**src/rtl/y_wb_pkg.sv**
```systemverilog
// Shared widths, lane layout, FSM state encoding and select check for the Y writeback merge stage.
// Optional feature macro: Y_WB_COALESCE_EN (adds a one-word coalesce buffer and the EVICT state).
package y_wb_pkg;

    localparam int unsigned Y_ADDR_W = 11;
    localparam int unsigned LANES    = 4;
    localparam int unsigned LANE_W   = 64;
    localparam int unsigned WORD_W   = LANES * LANE_W;
    localparam int unsigned COL_W    = 16;
    localparam int unsigned VAL_W    = 48;
    localparam int unsigned PART_W   = 24;
    localparam int unsigned COUNT_W  = 16;

    // Field offsets inside the 48-bit value and the 64-bit lane
    localparam int unsigned IMAG_LSB = 0;
    localparam int unsigned REAL_LSB = 24;
    localparam int unsigned COL_LSB  = 48;

    // One lane of a Y SRAM word: {col, real, imag}
    typedef struct packed {
        logic [COL_W-1:0]  col;
        logic [PART_W-1:0] realPart;
        logic [PART_W-1:0] imagPart;
    } yLane_t;

    typedef enum logic [2:0] {
        stIdle  = 3'd0,
        stRead  = 3'd1,
        stMerge = 3'd2,
`ifdef Y_WB_COALESCE_EN
        stWrite = 3'd3,
        stEvict = 3'd4
`else
        stWrite = 3'd3
`endif
    } wbState_t;

    // True when exactly one select bit is set
    function automatic logic isOneHot(input logic [LANES-1:0] sel);
        return (sel != '0) && ((sel & (sel - LANES'(1))) == '0);
    endfunction

endpackage

```
**src/rtl/y_lane_merge.sv**
```systemverilog
// Replaces the selected 64-bit lane of a 256-bit Y word; purely combinational.
module y_lane_merge
    import y_wb_pkg::*;
(
    input  logic [WORD_W-1:0] word,
    input  logic [LANES-1:0]  onehot,
    input  logic [LANE_W-1:0] lane,
    output logic [WORD_W-1:0] merged_c
);

    // Splice the lane into every selected slot, keep the rest of the word
    always_comb begin
        merged_c = word;
        for (int i = 0; i < int'(LANES); i++) begin
            if (onehot[i]) begin
                merged_c[i*LANE_W +: LANE_W] = lane;
            end
        end
    end

endmodule

```
**src/rtl/y_writeback_merge.sv**
```systemverilog
// Read-modify-write stage for Y SRAM lane updates (IDLE -> READ -> MERGE -> WRITE).
// Optional feature macro: Y_WB_COALESCE_EN (one-word coalesce buffer, EVICT state, no WRITE state).
module y_writeback_merge
    import y_wb_pkg::*;
#(
    parameter int unsigned ADDR_W = Y_ADDR_W
) (
    input  logic               clock,
    input  logic               reset,
    input  logic               wb_valid,
    output logic               wb_ready,
    input  logic [ADDR_W-1:0]  wb_addr,
    input  logic [LANES-1:0]   wb_onehot,
    input  logic [COL_W-1:0]   wb_col,
    input  logic [VAL_W-1:0]   wb_val,
    input  logic               flush_req,
    output logic               flush_done,
    output logic               ysram_rd_en,
    output logic [ADDR_W-1:0]  ysram_rd_addr,
    input  logic [WORD_W-1:0]  ysram_rd_data,
    output logic               ysram_wr_en,
    output logic [ADDR_W-1:0]  ysram_wr_addr,
    output logic [WORD_W-1:0]  ysram_wr_data,
    output logic               err_onehot,
    output logic [COUNT_W-1:0] wr_count
);

    wbState_t          state;
    wbState_t          nextState;
    logic              outOfReset;
    logic              flushServed;
    logic [ADDR_W-1:0] capAddr;
    logic [LANES-1:0]  capOnehot;
    yLane_t            capLane;
    logic              transfer;
    logic              acceptGood;
    logic [WORD_W-1:0] mergeBase;
    logic [WORD_W-1:0] mergedWord;
    logic              nextRdEn;
    logic              nextWrEn;
    logic              nextFlushDone;
    logic [ADDR_W-1:0] nextRdAddr;
    logic [ADDR_W-1:0] nextWrAddr;
    logic [WORD_W-1:0] nextWrData;
`ifdef Y_WB_COALESCE_EN
    logic [ADDR_W-1:0] bufAddr;
    logic [WORD_W-1:0] bufData;
    logic              bufDirty;
    logic              bufHit;
    logic              capHit;
    logic              pendValid;
`endif

    assign wb_ready   = outOfReset && (state == stIdle) && !flush_req;
    assign transfer   = wb_valid && wb_ready;
    assign acceptGood = transfer && isOneHot(wb_onehot);

    y_lane_merge uLaneMerge (
        .word     (mergeBase),
        .onehot   (capOnehot),
        .lane     (capLane),
        .merged_c (mergedWord)
    );

    // Next-state and next registered SRAM/status outputs
    always_comb begin
        nextState     = state;
        nextRdEn      = 1'b0;
        nextRdAddr    = ysram_rd_addr;
        nextWrEn      = 1'b0;
        nextWrAddr    = ysram_wr_addr;
        nextWrData    = ysram_wr_data;
        nextFlushDone = 1'b0;
        mergeBase     = ysram_rd_data;
`ifdef Y_WB_COALESCE_EN
        bufHit = bufDirty && (wb_addr == bufAddr);
        if (capHit) begin
            mergeBase = bufData;
        end
`endif
        unique case (state)
            stIdle: begin
`ifdef Y_WB_COALESCE_EN
                if (acceptGood) begin
                    if (bufHit) begin
                        nextState = stMerge;
                    end else if (bufDirty) begin
                        nextState = stEvict;
                    end else begin
                        nextState = stRead;
                    end
                end else if (flush_req && bufDirty) begin
                    nextState = stEvict;
                end else begin
                    nextFlushDone = flush_req && !flushServed;
                end
`else
                if (acceptGood) begin
                    nextState = stRead;
                end else begin
                    nextFlushDone = flush_req && !flushServed;
                end
`endif
            end
            stRead:  nextState = stMerge;
`ifdef Y_WB_COALESCE_EN
            stMerge: nextState = stIdle;
            stEvict: begin
                // A flush-triggered eviction reports done on its way out
                nextState     = pendValid ? stRead : stIdle;
                nextFlushDone = !pendValid && flush_req && !flushServed;
            end
`else
            stMerge: nextState = stWrite;
`endif
            stWrite: nextState = stIdle;
            default: nextState = stIdle;
        endcase

        if (nextState == stRead) begin
            nextRdEn   = 1'b1;
            nextRdAddr = (state == stIdle) ? wb_addr : capAddr;
        end
`ifdef Y_WB_COALESCE_EN
        if (nextState == stEvict) begin
            nextWrEn   = 1'b1;
            nextWrAddr = bufAddr;
            nextWrData = bufData;
        end
`else
        if (nextState == stWrite) begin
            nextWrEn   = 1'b1;
            nextWrAddr = capAddr;
            nextWrData = mergedWord;
        end
`endif
    end

    // State register
    always_ff @(posedge clock or posedge reset) begin
        if (reset) begin
            state <= stIdle;
        end else begin
            state <= nextState;
        end
    end

    // Registered outputs, write counter and flush edge tracking
    always_ff @(posedge clock or posedge reset) begin
        if (reset) begin
            outOfReset    <= 1'b0;
            flushServed   <= 1'b0;
            ysram_rd_en   <= 1'b0;
            ysram_rd_addr <= '0;
            ysram_wr_en   <= 1'b0;
            ysram_wr_addr <= '0;
            ysram_wr_data <= '0;
            flush_done    <= 1'b0;
            err_onehot    <= 1'b0;
            wr_count      <= '0;
        end else begin
            outOfReset    <= 1'b1;
            ysram_rd_en   <= nextRdEn;
            ysram_rd_addr <= nextRdAddr;
            ysram_wr_en   <= nextWrEn;
            ysram_wr_addr <= nextWrAddr;
            ysram_wr_data <= nextWrData;
            flush_done    <= nextFlushDone;
            err_onehot    <= transfer && !isOneHot(wb_onehot);
            if (nextWrEn && (wr_count != '1)) begin
                wr_count <= wr_count + COUNT_W'(1);
            end
            if (nextFlushDone) begin
                flushServed <= 1'b1;
            end else if (!flush_req) begin
                flushServed <= 1'b0;
            end
        end
    end

    // Capture the accepted entry
    always_ff @(posedge clock or posedge reset) begin
        if (reset) begin
            capAddr   <= '0;
            capOnehot <= '0;
            capLane   <= '0;
        end else if (acceptGood) begin
            capAddr          <= wb_addr;
            capOnehot        <= wb_onehot;
            capLane.col      <= wb_col;
            capLane.realPart <= wb_val[REAL_LSB +: PART_W];
            capLane.imagPart <= wb_val[IMAG_LSB +: PART_W];
        end
    end

`ifdef Y_WB_COALESCE_EN
    // Coalesce buffer: filled by MERGE, drained by EVICT
    always_ff @(posedge clock or posedge reset) begin
        if (reset) begin
            bufAddr   <= '0;
            bufData   <= '0;
            bufDirty  <= 1'b0;
            capHit    <= 1'b0;
            pendValid <= 1'b0;
        end else begin
            if (acceptGood) begin
                capHit    <= bufHit;
                pendValid <= 1'b1;
            end
            if (state == stMerge) begin
                bufData   <= mergedWord;
                bufAddr   <= capAddr;
                bufDirty  <= 1'b1;
                pendValid <= 1'b0;
            end else if (state == stEvict) begin
                bufDirty <= 1'b0;
            end
        end
    end
`endif

endmodule

```
**config.mk**
```make
export PLATFORM = sky130hd
export DESIGN_NAME = y_writeback_merge
export DESIGN_NICKNAME = d
export VERILOG_FILES = /design/src/rtl/y_wb_pkg.sv /design/src/rtl/y_lane_merge.sv /design/src/rtl/y_writeback_merge.sv
export SDC_FILE = /design/constraint.sdc
export NUM_CORES = 1
export LEC_CHECK = 0
export ABC_AREA = 1
export BUFFER_PORTS_ARGS = -buffer_cell sky130_fd_sc_hd__buf_2
export CORE_MARGIN = 5
export CORE_UTILIZATION = 30
export DETAILED_ROUTE_END_ITERATION = 8
export HOLD_SLACK_MARGIN = 0.03
export PLACE_DENSITY_LB_ADDON = 0.08
export REMOVE_ABC_BUFFERS = 1
export SYNTH_ARGS = -nofsm -noshare
export SYNTH_HDL_FRONTEND = slang
export SYNTH_SLANG_ARGS = --single-unit
export TNS_END_PERCENT = 20
```
**constraint.sdc**
```tcl
create_clock -name clock -period 19.6 [get_ports clock]
set_input_delay 0.98 -clock clock [delete_from_list [all_inputs] [get_ports clock]]
set_output_delay 0.98 -clock clock [all_outputs]
set_load 0.03 [all_outputs]
```
==> results of run 1 <==
final timing paths:
path / end
setup / recovery: ysram_wr_data[13]
hold / removal: flush_done
hold reg to reg: flush_done
max in group asynchronous: ysram_wr_data[63]
setup reg to reg: ysram_wr_data[13]
min in group asynchronous: ysram_wr_data[137]
area by class of cell:
cell class | count | area (µm²) | share of cell area
flip-flops and latches | 382 | 9570 | 0.433
multi-input cells | 1452 | 6320 | 0.286
repair buffers | 651 | 3310 | 0.150
clock buffers | 67 | 1360 | 0.0617
well taps | 748 | 936 | 0.0424
inverters | 90 | 354 | 0.0160
clock inverters | 12 | 190 | 0.00861
diodes | 20 | 50.0 | 0.00227
report_power, final:
group,switching [mW],internal (mW)
clock,0.340,0.545
sequential,0.223,1.12
combinational,1.11,0.432
total,1.67,2.09
routing by layer:
| layer | GRT usage | vias up | routed length [µm] |
|---|---|---|---|
| met2 | 0.353 | 486 | 32200 |
| met3 | 0.0772 | 136 | 6000 |
| li1 | - | 7831 | - |
| met5 | 0 | - | 193 |
| met4 | 0.0660 | 30 | 2030 |
| met1 | 0.259 | 7220 | 27100 |
stage by stage:
stage / util / worst slack (ns) / power (mW) / area [µm²] / hold slack [ns]
2_1_floorplan: - / 8.01 / 2.34 / 16200 / 0.408
3_3_place_gp: 0.370 / 15.98 / 2.90 / 20500 / 0.437
3_5_place_dp: 0.370 / 15.97 / 2.92 / 20500 / 0.441
4_1_cts: 0.399 / 16.59 / 3.82 / 22000 / 0.451
5_1_grt: 0.399 / 16.30 / 4.01 / 22100 / 0.455
6_report: 0.399 / 16.67 / 3.77 / 22100 / 0.442
cell usage in the layout (no fill, tap or decap), drive strengths merged, types with 2 or more instances in the layout:
cell type | synthesis | final
clkinv | 0 | 6
nand2 | 800 | 800
nand4 | 4 | 4
nor3 | 2 | 2
clkinvlp | 0 | 2
nor2 | 22 | 22
nand3 | 90 | 90
xor2 | 2 | 2
clkbuf | 75 | 67
a21oi | 2 | 2
o21ai | 523 | 523
bufinv | 0 | 5
buf | 68 | 651
xnor2 | 4 | 4
inv | 90 | 89
dfrtp | 382 | 382
conb | 2 | 2
diode | 0 | 20
cells by family (layout without fill, tap and decap cells):
family / Yosys count / after routing / synth area share
other: 2 / 22 / 0.000446
xor gates and xnor gates: 6 / 6 / 0.00312
adders and majority gates: 1 / 1 / 0.000743
buffers and inverters: 233 / 820 / 0.0576
and+or+nand+nor: 918 / 918 / 0.214
DFF: 382 / 382 / 0.568
AOI/OAI and AO/OA: 525 / 525 / 0.156
state kept, by name, indices dropped and copies added, names as in the netlist:
name	cells
ysram_wr_data	256
capLane	64
wr_count	16
capAddr	11
ysram_rd_addr	11
ysram_wr_addr	11
capOnehot	4
state	3
err_onehot	1
flushServed	1
flush_done	1
outOfReset	1
ysram_rd_en	1
ysram_wr_en	1
critical path, cell delays in order (launching register included):
cell	delay, ns
dfrtp_1	0.40
inv_2	0.07
nor3_4	0.03
buf_4	0.21
inv_8	0.65
buf_12	0.69
nand2_1	0.13
o21ai_1	0.14
==> metrics, run 1 <==
status finished, final reports clean; Remaining DRCs 0; Yosys cell types 25; maxcap violations 0; Fillers 5,929; Syn Area/Cell 8.15 µm²; Synth top area share 0.568; Starting DRT DRC Count 825; pin count of the biggest net entering global routing 254; EDFF count, synth 0; final setup TNS 0 ns; Critical R2R Launch state[1]; hold path start flushServed; Wirelength per Cell 19.7 µm; grt total ovfl 0; Peak VDD IR 0.0777 mV; RSZ-0062 raised after global routing no; endpoints failing hold 0; first-pass GRT wire length 99.1 mm; synthesized flop and latch total 382; Post-CTS Setup Bufs 0; Synth top cells by count nand2_1 (799), dfrtp_1 (382), o21ai_0 (281), o21ai_1 (241), nand3_1 (90); Slew headroom 0.217; Core Area 55,300 µm²; flop2flop setup slack 16.67 ns; skew final 0.0187 ns; Skew-Pair Late Insertion Delay 0.57 ns; area delta synth->final 31.2%; CP Launch Point state[1]; CTS buffer count 46; clock sink count 382; Detailed Place HPWL 47.8 mm; Power Density 171 nW/µm²; Root Buffer clkbuf_16; Resize count post-CTS 0; area of the die 61,000 µm²; vias 15.7k; H-tree Lvls 2; Initial DRT Pass Iterations 5; area leader, netlist dfrtp_1; vias in the first global route 15.2k; CP Class reg2reg; startpoint type of the worst setup path register; top-count cell post-synth nand2_1; final period utilization 0.150; Synth async-reset ratio 1.00; Total Routed Length 67.6 mm; Antenna Nets Post-Route 0; Setup-failing EPs final 0; fraction of layout cells with a size suffix above 1 0.278; final non-filler cell total 3,422; clk buf depth 3; Post-Syn Area 16,800 µm²; number of cells after detailed placement 3,323; vias per cell 4.59; Least-Margin Pin Slew 1.17 ns; Final GP Congestion 0.849; top_reg_cell synth dfrtp_1; layout net count 2,963; Rows 86; Global Route Usage Sum 0.213; Die Ht 247 µm; Port Buffers 637; initial core utilization 0.305; Post-Synthesis Cells 2,067; hold crit path type reg2reg; number of cells on the worst reg-to-reg path 7; Hold Crit Depth 1; CTS tree built; initial antenna violation count 34; CP endpoint kind register; Seq/Total Area, Yosys 0.568; Ports 638; clk slew on worst S/H paths 0.06 ns; critical path peak fanout 253; Critical Path AT 3.39 ns; max frequency 341 MHz; fin crit period 2.93 ns; Hold Buf Count CTS 0; synth top area cells dfrtp_1 (57%), nand2_1 (18%), o21ai_0 (8.3%); Synth Warn # 0; Pleak 11.5 nW; Slew Viols, Final 0; die width 247 µm; Critical Path RT 20.06 ns
Note: power is estimated with default switching activity, not from simulation.
==> inputs of run 2 (changes only) <==
Clock period 19.6 ns to 2.76 ns, I/O delays scaled along.
==> run 2 against run 1 <==
  * Flip-flop and latch count is the same
  * Cell count grew 10%
  * Wire length grew 4.7%
  * Worst hold slack lost 0.24 ns
  * Sequential power grew to 7.0 times the previous value
  * Maximum frequency grew 37%
  * Core utilization grew 6.6 points
  * Critical path type unchanged
==> metrics, run 2 (synthesized netlist as in run 1, its figures left out) <==
skew final 0.0134 ns (-0.00531 ns); Final GP Congestion 0.838 (-1.2%); final non-filler cell total 3,770 (+10%); number of cells after detailed placement 3,339 (+0.48%); Skew-Pair Late Insertion Delay 0.58 ns (about the same); Port Buffers 637 (unchanged); vias in the first global route 17.5k (+15%); maxcap violations 0 (unchanged); Critical Path AT 2.65 ns (-0.74 ns); endpoints failing hold 0 (unchanged); RSZ-0062 raised after global routing no; Total Power 27.4 mW (+630%); die width 247 µm (unchanged); Remaining DRCs 0 (unchanged); layout net count 3,317 (+12%); initial antenna violation count 10 (-71%); Final WS setup 0.613 ns (-16.05 ns); Pleak 13.1 nW (+14%); CP endpoint kind register; status finished, final reports clean; critical path peak fanout 39 (-85%); top flop regs ysram_wr_data x256, capLane x64, wr_count x16; fin crit period 2.15 ns (-0.788 ns); hold crit path type in2async; Root Buffer clkbuf_16; CTS tree built; clock sink count 382 (unchanged); Wirelength per Cell 18.8 µm (-5.0%); clk slew on worst S/H paths 0.06 ns (about the same); fraction of layout cells with a size suffix above 1 0.253 (-0.0251); area of the die 61,000 µm² (unchanged); Power Density 1060 nW/µm² (+520%); vias per cell 4.58 (-0.11%); Critical Path RT 3.26 ns (-16.80 ns); Setup WS pre-CTS 0.603 ns (-15.37 ns); Resize count post-CTS 0 (unchanged); Global Route Usage Sum 0.224 (+0.0110); CTS buffer count 46 (unchanged); Most flops, register ysram_wr_data; initial core utilization 0.305 (unchanged); Ports 638 (unchanged); vias 17.3k (+10%); commonest non-fill, non-tap cell in the layout nand2_1; grt total ovfl 0 (unchanged); max FFs per register 256 (unchanged); clk buf depth 3 (unchanged); CP Class reg2reg; Die Ht 247 µm (unchanged); Antenna Nets Post-Route 0 (unchanged); pin count of the biggest net entering global routing 161 (-37%); Slew headroom 0.504 (+0.286); Total Routed Length 70.7 mm (+4.7%); Initial DRT Pass Iterations 5 (unchanged); most frequent cells in the layout nand2_1 (798), buf_2 (637), dfrtp_1 (378); area delta synth->final 53.0%; Setup-failing EPs final 0 (unchanged); Hold Slack 0.207 ns (-0.236 ns); max frequency 466 MHz (+37%); Core Area 55,300 µm² (unchanged); startpoint type of the worst setup path register; Final Cell Area 25,800 µm² (+17%); placed cell areas 20,800 µm² (+1.3%); Peak VDD IR 0.541 mV (+600%); H-tree Lvls 2 (unchanged); final period utilization 0.778 (+0.628); first-pass GRT wire length 107 mm (+7.7%); Least-Margin Pin Slew 0.744 ns (-0.430 ns); Detailed Place HPWL 49.3 mm (+3.2%); Slew Viols, Final 0 (unchanged); Starting DRT DRC Count 942 (+14%); Rows 86 (unchanged)
## run 2: cell types whose count changed in the layout (fill, tap and decap cells not counted), sizes merged
| cell | previous run | this run |
|---|---|---|
| clkinv | 6 | 9 |
| buf | 651 | 667 |
| diode | 20 | 9 |
| bufinv | 5 | 3 |
| clkinvlp | 2 | 1 |
| clkbuf | 67 | 72 |
| dlygate4sd3 | 0 | 338 |
## run 2: final cells by class
| cell class | instances | area, µm² |
|---|---|---|
| fillers | 5632 | 29500 |
| flip-flops and latches | 382 | 9570 |
| repair buffers | 1005 | 6960 |
| multi-input cells | 1452 | 6320 |
| clock buffers | 72 | 1460 |
| well taps | 748 | 936 |
| inverters | 90 | 354 |
| clock inverters | 12 | 138 |
| diodes | 9 | 22.5 |
## run 2: repair_timing
item / in CTS / in global routing
setup buffers: 0 / 0
hold buffers: 338 / 0
hold endpoints to repair: 410 / 0
endpoints found under the setup margin: 0 / 0
## run 2: per-stage QoR
step	utilization	TNS [ns]
global route	0.466	0
CTS	0.465	0
global placement	0.375	0
finish	0.466	0
floorplan	-	-3746.03
detailed placement	0.375	0
## run 2: final timing paths
| kind | startpoint | to | slack (ns) | depth (start not counted) |
|---|---|---|---|---|
| max | state[0] | capLane[6] | 0.61 | 9 |
| min | reset | ysram_wr_data[81] | 0.21 | 3 |
| max reg2reg | state[0] | capLane[6] | 0.61 | 9 |
| min reg2reg | flushServed | flush_done | 0.45 | 1 |
| max in group asynchronous | reset | ysram_wr_data[85] | 1.59 | 4 |
| min in group clock | wb_val[45] | capLane[45] | 0.35 | 4 |
## run 2: where the power goes
part	total, mW	internal, mW	switching (mW)
clock	6.38	3.90	2.48
sequential	9.39	7.92	1.47
combinational	11.7	3.48	8.18
## run 2: critical path, stage by stage, from the launching register on
cell      delay [ns]
dfrtp_1         0.40
inv_1           0.08
nand2_2         0.12
nor2_4          0.04
nand2_1         0.10
clkinv_2        0.35
nand2_4         0.32
buf_4           0.45
nand2_1         0.11
nand2_1         0.07
## run 2: routing by layer
layer | vias up | track usage | part of all wire
met5 | - | 0 | 0.00021
met3 | 130 | 0.0636 | 0.076
met1 | 8077 | 0.279 | 0.42
met4 | 2 | 0.0714 | 0.032
met2 | 532 | 0.375 | 0.48
li1 | 8540 | - | -
